## src/rtl/seq_detector_param_pkg.sv

```systemverilog
// Shared constants for the parametrised sequence detector: default geometry,
// detection-mode encoding and a sizing helper.
package seq_detector_param_pkg;

  localparam int DEF_PAT_LEN = 4;
  localparam int DEF_CNT_W   = 8;
  localparam logic [DEF_PAT_LEN-1:0] DEF_RST_PAT = 4'b1010;

  typedef enum logic {
    MODE_NONOVL  = 1'b0,
    MODE_OVERLAP = 1'b1
  } mode_e;

  // Bits needed to hold a fill level in the range 0..n inclusive.
  function automatic int fill_width(input int n);
    return (n < 1) ? 1 : $clog2(n + 1);
  endfunction

endpackage

```

## src/rtl/seq_hist_shift.sv

```systemverilog
// Bit-history shift register with a fill counter; reports combinationally
// whether the window would be full once the presented bit is shifted in.
module seq_hist_shift
  import seq_detector_param_pkg::*;
#(
  parameter int PAT_LEN = DEF_PAT_LEN
) (
  input  logic               clk,
  input  logic               reset,
  input  logic               shift_i,
  input  logic               x_i,
  input  logic               flush_i,
  input  logic               restart_i,
  output logic [PAT_LEN-1:0] hist_nxt_o,
  output logic               full_nxt_o
);

  localparam int FILL_W = fill_width(PAT_LEN);

  logic [PAT_LEN-1:0] hist_q, hist_d;
  logic [FILL_W-1:0]  fill_q, fill_d;

  assign hist_nxt_o = {hist_q[PAT_LEN-2:0], x_i};
  assign full_nxt_o = (fill_q >= FILL_W'(PAT_LEN - 1));

  // restart clears only the fill level; the stale history is masked by fill.
  always_comb begin
    hist_d = hist_q;
    fill_d = fill_q;
    if (flush_i) begin
      hist_d = '0;
      fill_d = '0;
    end else if (shift_i) begin
      hist_d = hist_nxt_o;
      if (restart_i)
        fill_d = '0;
      else if (full_nxt_o)
        fill_d = FILL_W'(PAT_LEN);
      else
        fill_d = fill_q + FILL_W'(1);
    end
  end

  always_ff @(posedge clk or posedge reset) begin
    if (reset) begin
      hist_q <= '0;
      fill_q <= '0;
    end else begin
      hist_q <= hist_d;
      fill_q <= fill_d;
    end
  end

endmodule

```

## src/rtl/seq_detector_param.sv

```systemverilog
// Runtime-loadable serial pattern detector with overlap control, a registered
// one-cycle match pulse and a saturating match counter.
module seq_detector_param
  import seq_detector_param_pkg::*;
#(
  parameter int                 PAT_LEN = DEF_PAT_LEN,
  parameter int                 CNT_W   = DEF_CNT_W,
  parameter logic [PAT_LEN-1:0] RST_PAT = PAT_LEN'(DEF_RST_PAT)
) (
  input  logic               clk,
  input  logic               reset,
  input  logic               x,
  input  logic               x_valid,
  input  logic [PAT_LEN-1:0] pattern,
  input  logic               pat_load,
  input  logic               overlap,
  input  logic               clr_count,
  output logic               z,
  output logic [CNT_W-1:0]   match_count
);

  function automatic logic [CNT_W-1:0] sat_inc(input logic [CNT_W-1:0] v);
    return (&v) ? v : v + CNT_W'(1);
  endfunction

  logic [PAT_LEN-1:0] pat_q, pat_d;
  logic [PAT_LEN-1:0] hist_nxt;
  logic               full_nxt;
  logic               accept, hit, restart;
  logic               z_q, z_d;
  logic [CNT_W-1:0]   cnt_q, cnt_d;
  mode_e              mode;

  assign mode    = mode_e'(overlap);
  // A pattern load takes priority and drops any bit presented alongside it.
  assign accept  = x_valid & ~pat_load;
  assign hit     = accept & full_nxt & (hist_nxt == pat_q);
  assign restart = hit & (mode == MODE_NONOVL);

  seq_hist_shift #(
    .PAT_LEN(PAT_LEN)
  ) u_hist (
    .clk       (clk),
    .reset     (reset),
    .shift_i   (accept),
    .x_i       (x),
    .flush_i   (pat_load),
    .restart_i (restart),
    .hist_nxt_o(hist_nxt),
    .full_nxt_o(full_nxt)
  );

  always_comb begin
    pat_d = pat_load ? pattern : pat_q;
    z_d   = hit;
    if (clr_count)
      cnt_d = '0;
    else if (hit)
      cnt_d = sat_inc(cnt_q);
    else
      cnt_d = cnt_q;
  end

  always_ff @(posedge clk or posedge reset) begin
    if (reset) begin
      pat_q <= RST_PAT;
      z_q   <= 1'b0;
      cnt_q <= '0;
    end else begin
      pat_q <= pat_d;
      z_q   <= z_d;
      cnt_q <= cnt_d;
    end
  end

  assign z           = z_q;
  assign match_count = cnt_q;

endmodule

```

## config.mk

```make
export PLATFORM = sky130hd
export DESIGN_NAME = seq_detector_param
export DESIGN_NICKNAME = d
export VERILOG_FILES = /design/src/rtl/seq_detector_param_pkg.sv /design/src/rtl/seq_hist_shift.sv /design/src/rtl/seq_detector_param.sv
export SDC_FILE = /design/constraint.sdc
export NUM_CORES = 1
export LEC_CHECK = 0
export BUFFER_PORTS_ARGS = -buffer_cell sky130_fd_sc_hd__buf_2
export CORE_AREA = 2 2 63 50
export DETAILED_ROUTE_END_ITERATION = 16
export DIE_AREA = 0 0 65 52
export RECOVER_POWER = 25
export SLEW_MARGIN = 20
export SYNTH_ARGS = -nofsm -noshare
export SYNTH_HDL_FRONTEND = slang
export SYNTH_HIERARCHICAL = 1
export SYNTH_SLANG_ARGS = --single-unit
```

## constraint.sdc

```tcl
create_clock -name clk -period 3.9 [get_ports clk]
set_clock_uncertainty 0.2 [all_clocks]
set_input_delay 0.585 -clock clk [delete_from_list [all_inputs] [get_ports clk]]
set_output_delay 0.585 -clock clk [all_outputs]
set_load 0.01 [all_outputs]
```

==> flow_summary_export.csv, run 1 <==
group,metric,value,unit
status,outcome,"completed",
place,place_ws,1454,ps
worst_setup_path,cp.arrival,2430,ps
final_layout,syn_to_final_growth,15.02,%
worst_setup_path,r2r-end,"u_hist/fill_q[0]$_DFFE_PP0P_",
power,power_density,306.5,nW/um2
floorplan,dieHeight,52,um
floorplan,core_area,2786,um2
final_layout,fin_cells,149,
global_routing,grt_usage,0.1330,
clock_tree,clock_latency,250,ps
clock_tree,h-tree-depth,1,
synthesis,ys_ff_latch,19,
sta,finalWorstSetupSlack,1437,ps
final_layout,nNetsFinal,126,
sta,rsz0062_at_grt,"no",
worst_setup_path,path_max_fanout,5,
synthesis,yosysSeqAreaShare,0.4346,
worst_setup_path,critPathMaxStageDelay,480,ps
drt,drc,0,
drt,routed_wl,1854,um
synthesis,synth_fp_nets,105,
synthesis,synth.avg_cell_area,12.09,um2
synthesis,synth.cell_area,1100,um2
run,cap_violations,0,
final_layout,drive_above_1_share,0.4144,
drt,vias,714,
floorplan,start_util,0.3947,
floorplan,die_area,3380,um2
clock_tree,cts_buffers,3,
synthesis,synth_edf_count,0,
worst_setup_path,r2r_slack,1440,ps
final_layout,fillers,275,
power,vdd_drop_max,195.9,uV
sta,fmax,0.4060,GHz
global_routing,grt_remaining_overflow,0,
clock_tree,cts_tree,"yes",
worst_hold_path,holdCritPathClass,"in -> async",
sta,min_period,2463,ps
drt,drt-initial-drc-count,23,
global_routing,antenna_found_initial,0,
synthesis,ys_async_sr_fraction,1.000,
global_routing,grt_pass1_wl,3291,um
worst_setup_path,cp_slowest_cell,"or4b_1",
worst_setup_path,reg2reg_from,"u_hist/fill_q[0]$_DFFE_PP0P_",
worst_setup_path,crit_top_cell,"ha_1",
sta,finalCritPeriodShare,0.6315,
synthesis,synth_cells,91,
clock_tree,cts_setup_buffers,0,
clock_tree,clockBufferDepth,2,
clock_tree,ctsResizeCount,0,
final_layout,antenna_cells,0,
clock_tree,clk_transition_reported_paths,70,ps
drt,dr_wl_met2,886,um
drt,first_pass_iters,3,
final_layout,seq_area,478.0,um2
drt,viasPerCell,4.792,
floorplan,ioPinCount,20,
drt,wire_per_inst,12.44,um
sta,worst_pin_slew,521.7,ps
drt,wl_met1,875,um
clock_tree,cts-hold-fix-buffers,0,
drt,routed.top_layer,"met4",
floorplan,fp-row-count,17,
sta,hold_viol,0,
clock_tree,clockRootBuffer,"clkbuf_8",
sta,drv_slew,0,
floorplan,die_x,65,um
synthesis,synth_cell_type_count,40,
worst_setup_path,cp_top_family,"simple AND/OR/NAND/NOR gates",
final_layout,utilization,0.4540,
drt,ant_nets,0,
place,gp_congestion,0.7628,
place,hpwlAfterDp,1465,um
place,placedCellCount,145,
drt,wl_met3,61,um
power,p_leak,0.5748,nW
worst_setup_path,worstPathCellList,"ha_1 > ha_1 > a211oi_1 > inv_1 > nand3_4 > nor3_1 > or4b_1 > o32ai_2",
worst_setup_path,worstPathRequired,3860,ps
worst_setup_path,path_buf_inv,1,
sta,finalSetupViolations,0,
worst_setup_path,ff2ff_path_depth,8,
worst_setup_path,start_kind,"flip-flop",
synthesis,yosysWarnings,6,
worst_setup_path,crit_type,"reg -> reg",
global_routing,grt_pass1_vias,707,
place,portBuffers,19,
sta,slew-limit-headroom,0.6518,
global_routing,grt_max_degree,14,
sta,setup_tns,0,ps
final_layout,multi_input_area,576.8,um2
synthesis,ys.flop_type,"dfrtp_1",
clock_tree,cts.sinks,19,
worst_setup_path,critPathCaptureType,"flip-flop",
==> layout make-up <==
class                      instances  area share
sequential                        19      0.3778
inverter                           6     0.01780
timing repair buffer              19     0.07517
clock buffer                       4     0.03561
tap                               38     0.03759
multi-input combinational         63      0.4560
==> worst max path at each step <==
stage / start / cells after the start / slack, ps / end
2_1_floorplan: u_hist/fill_q[0]$_DFFE_PP0P_ / 8 / 1630 / u_hist/fill_q[0]$_DFFE_PP0P_
3_3_place_gp: u_hist/fill_q[0]$_DFFE_PP0P_ / 8 / 1550 / u_hist/fill_q[0]$_DFFE_PP0P_
3_5_place_dp: u_hist/fill_q[0]$_DFFE_PP0P_ / 8 / 1450 / u_hist/fill_q[0]$_DFFE_PP0P_
4_1_cts: u_hist/fill_q[0]$_DFFE_PP0P_ / 8 / 1440 / u_hist/fill_q[0]$_DFFE_PP0P_
5_1_grt: u_hist/fill_q[0]$_DFFE_PP0P_ / 8 / 1300 / u_hist/fill_q[0]$_DFFE_PP0P_
6_report: u_hist/fill_q[0]$_DFFE_PP0P_ / 8 / 1440 / u_hist/fill_q[0]$_DFFE_PP0P_
==> cells by family (layout without fill, tap and decap cells) <==
family,Yosys count,after routing,synth area share
AOI/OAI and AO/OA,11,11,0.08420
xor gates and xnor gates,7,7,0.08305
adders and majority gates,3,3,0.03413
buffers and inverters,9,29,0.04095
DFF,19,19,0.4346
muxes,9,9,0.08760
and+or+nand+nor,33,33,0.2355
==> synthesized netlist by cell type, types with 2 or more instances <==
cell type,number,area [um2]
nand3_4,2,35.03
nor2_1,11,41.29
mux2i_1,4,40.04
ha_1,3,37.54
xnor2_2,4,65.06
a21oi_1,3,15.01
xnor2_1,3,26.28
mux2_2,4,45.04
nand3_1,2,10.01
dfrtp_1,17,425.4
inv_1,6,22.52
nor4b_2,2,30.03
dfstp_2,2,52.55
nand2_1,2,7.510
==> registers in the layout (all words and copies together), names as in the netlist <==
name and count:
match_count 8, pat_q 4, u_hist/fill_q 3, u_hist/hist_q 3, z 1
==> cells in the final DEF (no fill, tap or decap), types with 2 or more instances in the layout <==
cell and instances:
inv_1 6, a21oi_1 3, dfstp_2 2, nor4b_2 2, xnor2_2 4, ha_1 3
mux2_2 4, dfrtp_1 17, nand2_1 2, buf_2 19, nand3_1 2, xnor2_1 3
mux2i_1 4, nand3_4 2, nor2_1 11, clkbuf_8 3
==> routing by layer <==
metal,track usage,up-vias
li1,-,359
met1,0.1671,340
met2,0.2113,10
met3,0.04545,5
met4,0.05319,0
met5,0,-
==> per-stage QoR <==
stage	hold WS [ps]	cell area, um2	total power (W)
after floorplan	176.0	1100	0.0002463
after global placement	329.6	1220	0.0002559
after detailed placement	327.5	1220	0.0002578
after CTS	44.07	1265	0.0003969
after global routing	55.83	1265	0.0004085
final	42.59	1265	0.0003877
==> power by group <==
group          internal, W  switching (W)
combinational    0.0000198      0.0000216
sequential        0.000205     0.00000661
clock            0.0000726      0.0000623
No activity file was read; power rests on OpenSTA's default activity.
==> run 2: changes to the inputs <==
--- a/config.mk
+++ b/config.mk
@@ -5,10 +5,11 @@
 export SDC_FILE = /design/constraint.sdc
 export NUM_CORES = 1
 export LEC_CHECK = 0
+export ABC_AREA = 1
 export BUFFER_PORTS_ARGS = -buffer_cell sky130_fd_sc_hd__buf_2
-export CORE_AREA = 2 2 63 50
+export CORE_AREA = 2 2 67 53
 export DETAILED_ROUTE_END_ITERATION = 16
-export DIE_AREA = 0 0 65 52
+export DIE_AREA = 0 0 69 55
 export RECOVER_POWER = 25
 export SLEW_MARGIN = 20
 export SYNTH_ARGS = -nofsm -noshare
==> constraint.sdc (replaced) <==
create_clock -name clk -period 2.5 [get_ports clk]
set_clock_uncertainty 0.2 [all_clocks]
set_input_delay 0.375 -clock clk [delete_from_list [all_inputs] [get_ports clk]]
set_output_delay 0.375 -clock clk [all_outputs]
set_load 0.01 [all_outputs]
==> flow_summary_export.csv, run 2 <==
group,metric,value,unit
floorplan,die_x,69,um
drt,wire_per_inst,10.46,um
drt,viasPerCell,4.635,
final_layout,final_common_cell,"nand2_1",
power,power_density,465.5,nW/um2
global_routing,grt_pass1_vias,850,
run,cap_violations,0,
drt,routed_wl,2291,um
final_layout,syn_to_final_growth,13.67,%
synthesis,synth_most_common_cell,"nand2_1",
place,hpwlAfterDp,1823,um
global_routing,grt_remaining_overflow,0,
worst_setup_path,cp.arrival,1960,ps
clock_tree,cts_tree,"yes",
worst_setup_path,crit_type,"reg -> reg",
clock_tree,h-tree-depth,1,
synthesis,synth_cells,159,
sta,finalCritPeriodShare,0.7955,
sta,min_period,1989,ps
floorplan,start_util,0.3889,
power,p_leak,0.7086,nW
sta,worst_pin_slew,605.4,ps
synthesis,ys_ff_latch,19,
clock_tree,clockBufferDepth,2,
floorplan,dieHeight,55,um
final_layout,antenna_cells,0,
synthesis,yosysWarnings,6,
sta,slew-limit-headroom,0.5964,
final_layout,nNetsFinal,194,
synthesis,ys_async_sr_fraction,1.000,
synthesis,ys.flop_type,"dfrtp_1",
worst_setup_path,critPathCaptureType,"flip-flop",
drt,first_pass_iters,5,
final_layout,fillers,340,
global_routing,antenna_found_initial,0,
final_layout,multi_input_area,618.1,um2
place,gp_congestion,0.7713,
power,vdd_drop_max,278.0,uV
drt,vias,1015,
final_layout,drive_above_1_share,0.2179,
floorplan,die_area,3795,um2
final_layout,largest_register_ffs,8,
synthesis,yosysTopAreaCellShare,0.3469,
worst_hold_path,whs_path_depth,3,
worst_setup_path,worstPathRequired,2470,ps
synthesis,synth.avg_cell_area,7.712,um2
sta,fmax,0.5028,GHz
synthesis,synth_cell_type_count,29,
clock_tree,cts_buffers,3,
synthesis,synth_area_leader_cell,"dfrtp_1",
sta,setup_tns,0,ps
worst_setup_path,start_kind,"flip-flop",
synthesis,yosysSeqAreaShare,0.3898,
final_layout,seq_area,478.0,um2
drt,drc,0,
sta,finalWorstSetupSlack,511.2,ps
sta,rsz0062_at_grt,"no",
sta,finalSetupViolations,0,
global_routing,grt_usage,0.1318,
clock_tree,cts.sinks,19,
clock_tree,ctsResizeCount,0,
status,outcome,"completed",
synthesis,synth_edf_count,0,
worst_setup_path,ff2ff_path_depth,10,
worst_setup_path,path_max_fanout,4,
synthesis,synth_area_leaders,"dfrtp_1, nand2_1, nand3_1, inv_1, dfstp_2",
drt,drt-initial-drc-count,40,
sta,hold_viol,0,
floorplan,ioPinCount,20,
worst_hold_path,holdCritPathClass,"in -> reg",
final_layout,layout_common_cells,"nand2_1, nand3_1, inv_1",
clock_tree,clockRootBuffer,"clkbuf_8",
place,place_ws,515.9,ps
floorplan,fp-row-count,18,
drt,ant_nets,0,
global_routing,grt_pass1_wl,3870,um
clock_tree,clk_transition_reported_paths,80,ps
clock_tree,clock_latency,260,ps
synthesis,synth.cell_area,1226,um2
place,portBuffers,19,
synthesis,synth_fp_nets,173,
sta,drv_slew,0,
global_routing,grt_max_degree,14,
floorplan,core_area,3153,um2
synthesis,synthTopCellsByCount,"nand2_1, nand3_1, inv_1",
## run 2: stage by stage
stage / total power (W) / instance area (um2) / instances / hold slack [ps] / util
floorplan: 0.0004179 / 1226 / 159 / -34.04 / -
global placement: 0.0004417 / 1343 / 214 / 107.4 / 0.4258
CTS: 0.0006596 / 1399 / 219 / 121.7 / 0.4437
detailed placement: 0.0004448 / 1343 / 214 / 120.9 / 0.4258
global route: 0.0006904 / 1394 / 219 / 130.7 / 0.4421
finish: 0.0006488 / 1394 / 219 / 125.9 / 0.4421
## run 2: cell type report
class	count	share of cell area
Sequential cell	19	0.3429
Inverter	25	0.07092
Timing Repair Buffer	20	0.07361
Tap cell	40	0.03591
Clock buffer	3	0.02962
Clock inverter	1	0.003591
Multi-Input combinational cell	111	0.4434
## run 2: repair_timing
item / CTS / global route
hold buffers: 1 / 0
hold endpoints to repair: 17 / 0
buffers inserted: 0 / 0
## run 2: worst paths after layout
check | slack (ps) | startpoint | endpoint
setup / recovery | 510 | u_hist/fill_q[0]$_DFFE_PP0P_ | u_hist/fill_q[0]$_DFFE_PP0P_
setup reg to reg | 510 | u_hist/fill_q[0]$_DFFE_PP0P_ | u_hist/fill_q[0]$_DFFE_PP0P_
min in group asynchronous | 380 | reset | u_hist/hist_q[1]$_DFFE_PP0P_
hold reg to reg | 300 | pat_q[1]$_DFFE_PP1P_ | pat_q[1]$_DFFE_PP1P_
hold / removal | 130 | pattern[0] | pat_q[0]$_DFFE_PP0P_
max in group asynchronous | 1250 | reset | pat_q[1]$_DFFE_PP1P_
## run 2: critical path, stage by stage (launching register included)
cell and delay (ps):
dfrtp_1 410, ha_1 210, ha_1 200, nor2_4 110, nand2_1 100, nand3_4 110
nor2_8 50, nand3_4 90, nor2_1 50, nand3b_1 210, o21ai_1 170
## run 2: layer usage
metal / share of wire / GRT usage
met1: 0.51 / 0.1786
met2: 0.45 / 0.2067
met3: 0.040 / 0.04529
met4: 0 / 0.02941
met5: 0 / 0
## run 2: logic make-up (layout without fill, tap and decap cells)
kind of cell               Yosys count  in the layout  synth area share
AOI/OAI and AO/OA                   11             11           0.04592
xor gates and xnor gates             2              2           0.02041
DFF                                 19             19            0.3898
and+or+nand+nor                     95             95            0.4092
adders and majority gates            3              3           0.03062
buffers and inverters               29             49            0.1041
## run 2: where the power goes
part           internal, W  switching, W   total, W  leakage, nW
Combinational    0.0000359     0.0000625  0.0000984        0.432
Clock             0.000111      0.000101   0.000211       0.0255
Sequential        0.000324     0.0000149   0.000339        0.251
Total             0.000471      0.000178   0.000649        0.709
==> run 3: changes to the inputs <==
==> constraint.sdc (replaced) <==
create_clock -name clk -period 2 [get_ports clk]
set_clock_uncertainty 0.2 [all_clocks]
set_input_delay 0.3 -clock clk [delete_from_list [all_inputs] [get_ports clk]]
set_output_delay 0.3 -clock clk [all_outputs]
set_load 0.01 [all_outputs]
==> flow_summary_export.csv, run 3 (synthesized netlist as in run 2, its figures left out) <==
group,metric,value,unit
status,outcome,"completed",
sta,finalSetupViolations,0,
worst_setup_path,worstPathCellList,"ha_2 > ha_2 > nor2_4 > nand2_2 > nand3_4 > nor2_8 > nand3_4 > nor2_2 > nand3b_1 > o21ai_1",
global_routing,grt_pass1_vias,897,
clock_tree,clk_transition_reported_paths,80,ps
worst_hold_path,min-delay-start,"pattern[0]",
floorplan,die_x,69,um
floorplan,start_util,0.3889,
sta,min_period,1875,ps
run,cap_violations,0,
sta,hold_viol,0,
power,vdd_drop_max,351.4,uV
worst_setup_path,start_kind,"flip-flop",
worst_hold_path,min_to,"pat_q[0]$_DFFE_PP0P_",
worst_setup_path,r2r-end,"u_hist/fill_q[0]$_DFFE_PP0P_",
drt,first_pass_iters,4,
final_layout,drive_above_1_share,0.2623,
final_layout,utilization,0.4552,
final_layout,antenna_cells,0,
final_layout,largest_register_ffs,8,
worst_hold_path,holdCritPathClass,"in -> reg",
global_routing,grt_pass1_wl,3974,um
place,hpwlAfterDp,1820,um
clock_tree,clock_latency,260,ps
sta,fmax,0.5334,GHz
power,p_leak,0.7279,nW
sta,drv_slew,0,
worst_setup_path,critPathMaxStageDelay,390,ps
worst_setup_path,cp.arrival,1840,ps
worst_setup_path,ff2ff_path_depth,10,
drt,vias,1040,
power,total_power,0.0008158,W
worst_setup_path,reg2reg_from,"u_hist/fill_q[0]$_DFFE_PP0P_",
drt,ant_nets,0,
sta,finalCritPeriodShare,0.9374,
sta,timing.hold.ws,51.87,ps
final_layout,syn_to_final_growth,17.04,%
floorplan,core_area,3153,um2
power,power_density,568.4,nW/um2
clock_tree,h-tree-depth,1,
clock_tree,cts.sinks,19,
drt,viasPerCell,4.664,
final_layout,fin_cells,223,
sta,slew-limit-headroom,0.6535,
final_layout,layout_common_cells,"nand2_1, nand3_1, inv_1",
global_routing,grt_max_degree,14,
final_layout,nNetsFinal,198,
worst_setup_path,cp_slowest_cell,"dfrtp_1",
global_routing,grt_remaining_overflow,0,
floorplan,fp-row-count,18,
final_layout,fin_area,1435,um2
place,portBuffers,19,
worst_setup_path,critPathCaptureType,"flip-flop",
drt,drc,0,
place,placedInstanceArea,1343,um2
final_layout,final_common_cell,"nand2_1",
worst_setup_path,worstPathRequired,1970,ps
clock_tree,cts_tree,"yes",
clock_tree,cts_buffers,3,
floorplan,die_area,3795,um2
clock_tree,clockBufferDepth,2,
place,placedCellCount,214,
global_routing,antenna_found_initial,0,
worst_setup_path,path_max_fanout,3,
clock_tree,clockRootBuffer,"clkbuf_8",
global_routing,grt_usage,0.1350,
worst_setup_path,r2r_slack,130,ps
worst_setup_path,startpoint,"u_hist/fill_q[0]$_DFFE_PP0P_",
place,gp_congestion,0.7713,
sta,worst_pin_slew,519.2,ps
drt,routed_wl,2388,um
drt,drt-initial-drc-count,56,
floorplan,ioPinCount,20,
worst_hold_path,whs_path_depth,3,
drt,wire_per_inst,10.71,um
floorplan,dieHeight,55,um
worst_setup_path,crit_type,"reg -> reg",
## run 3: worst max-delay path: cells and delay by family (launching register included)
family / cells / cell delay [ps]
DFF: 1 / 390
and+or+nand+nor: 7 / 650
AOI/OAI and AO/OA: 1 / 180
adders and majority gates: 2 / 360
## run 3: where the power goes
part           internal [W]  switching [W]
Sequential         0.000405      0.0000180
Clock              0.000138       0.000124
Combinational     0.0000494      0.0000811
## run 3: area by class of cell
cell class	instances	area [um2]
clock buffers	3	41.29
clock inverters	1	5.005
fillers	338	1718
inverters	25	98.84
multi-input cells	111	628.1
flip-flops and latches	19	478.0
well taps	40	50.05
repair buffers	24	133.9
## run 3: worst max path at each step
stage	endpoint	depth (start not counted)
final	u_hist/fill_q[0]$_DFFE_PP0P_	10
after CTS	u_hist/fill_q[0]$_DFFE_PP0P_	10
after global placement	u_hist/fill_q[2]$_DFFE_PP0P_	12
after detailed placement	u_hist/fill_q[0]$_DFFE_PP0P_	10
after floorplan	u_hist/fill_q[2]$_DFFE_PP0P_	12
after global routing	u_hist/fill_q[2]$_DFFE_PP0P_	12
## run 3: through the flow
step | setup TNS [ps] | setup WS (ps)
floorplan | 0 | 168.1
global placement | 0 | 79.69
detailed placement | 0 | 12.71
CTS | 0 | 26.54
global route | -6.502 | -6.502
finish | 0 | 125.3
## run 3: per-layer routing
metal	wire, um	up-vias	part of all wire	global-route usage
li1	-	546	-	-
met1	1156	475	0.48	0.1795
met2	1115	17	0.47	0.2179
met3	108	2	0.045	0.04529
met4	8	0	0.0034	0.02941
met5	0	-	0	0
## run 3: timing repair
| item | in CTS | in global routing |
|---|---|---|
| buffers inserted | 1 | 3 |
| pin swaps | 1 | 3 |
| hold buffers | 1 | 0 |
| endpoints found under the hold margin | 17 | 0 |
| endpoints found under the setup margin | 1 | 3 |
| gates resized for setup | 0 | 4 |
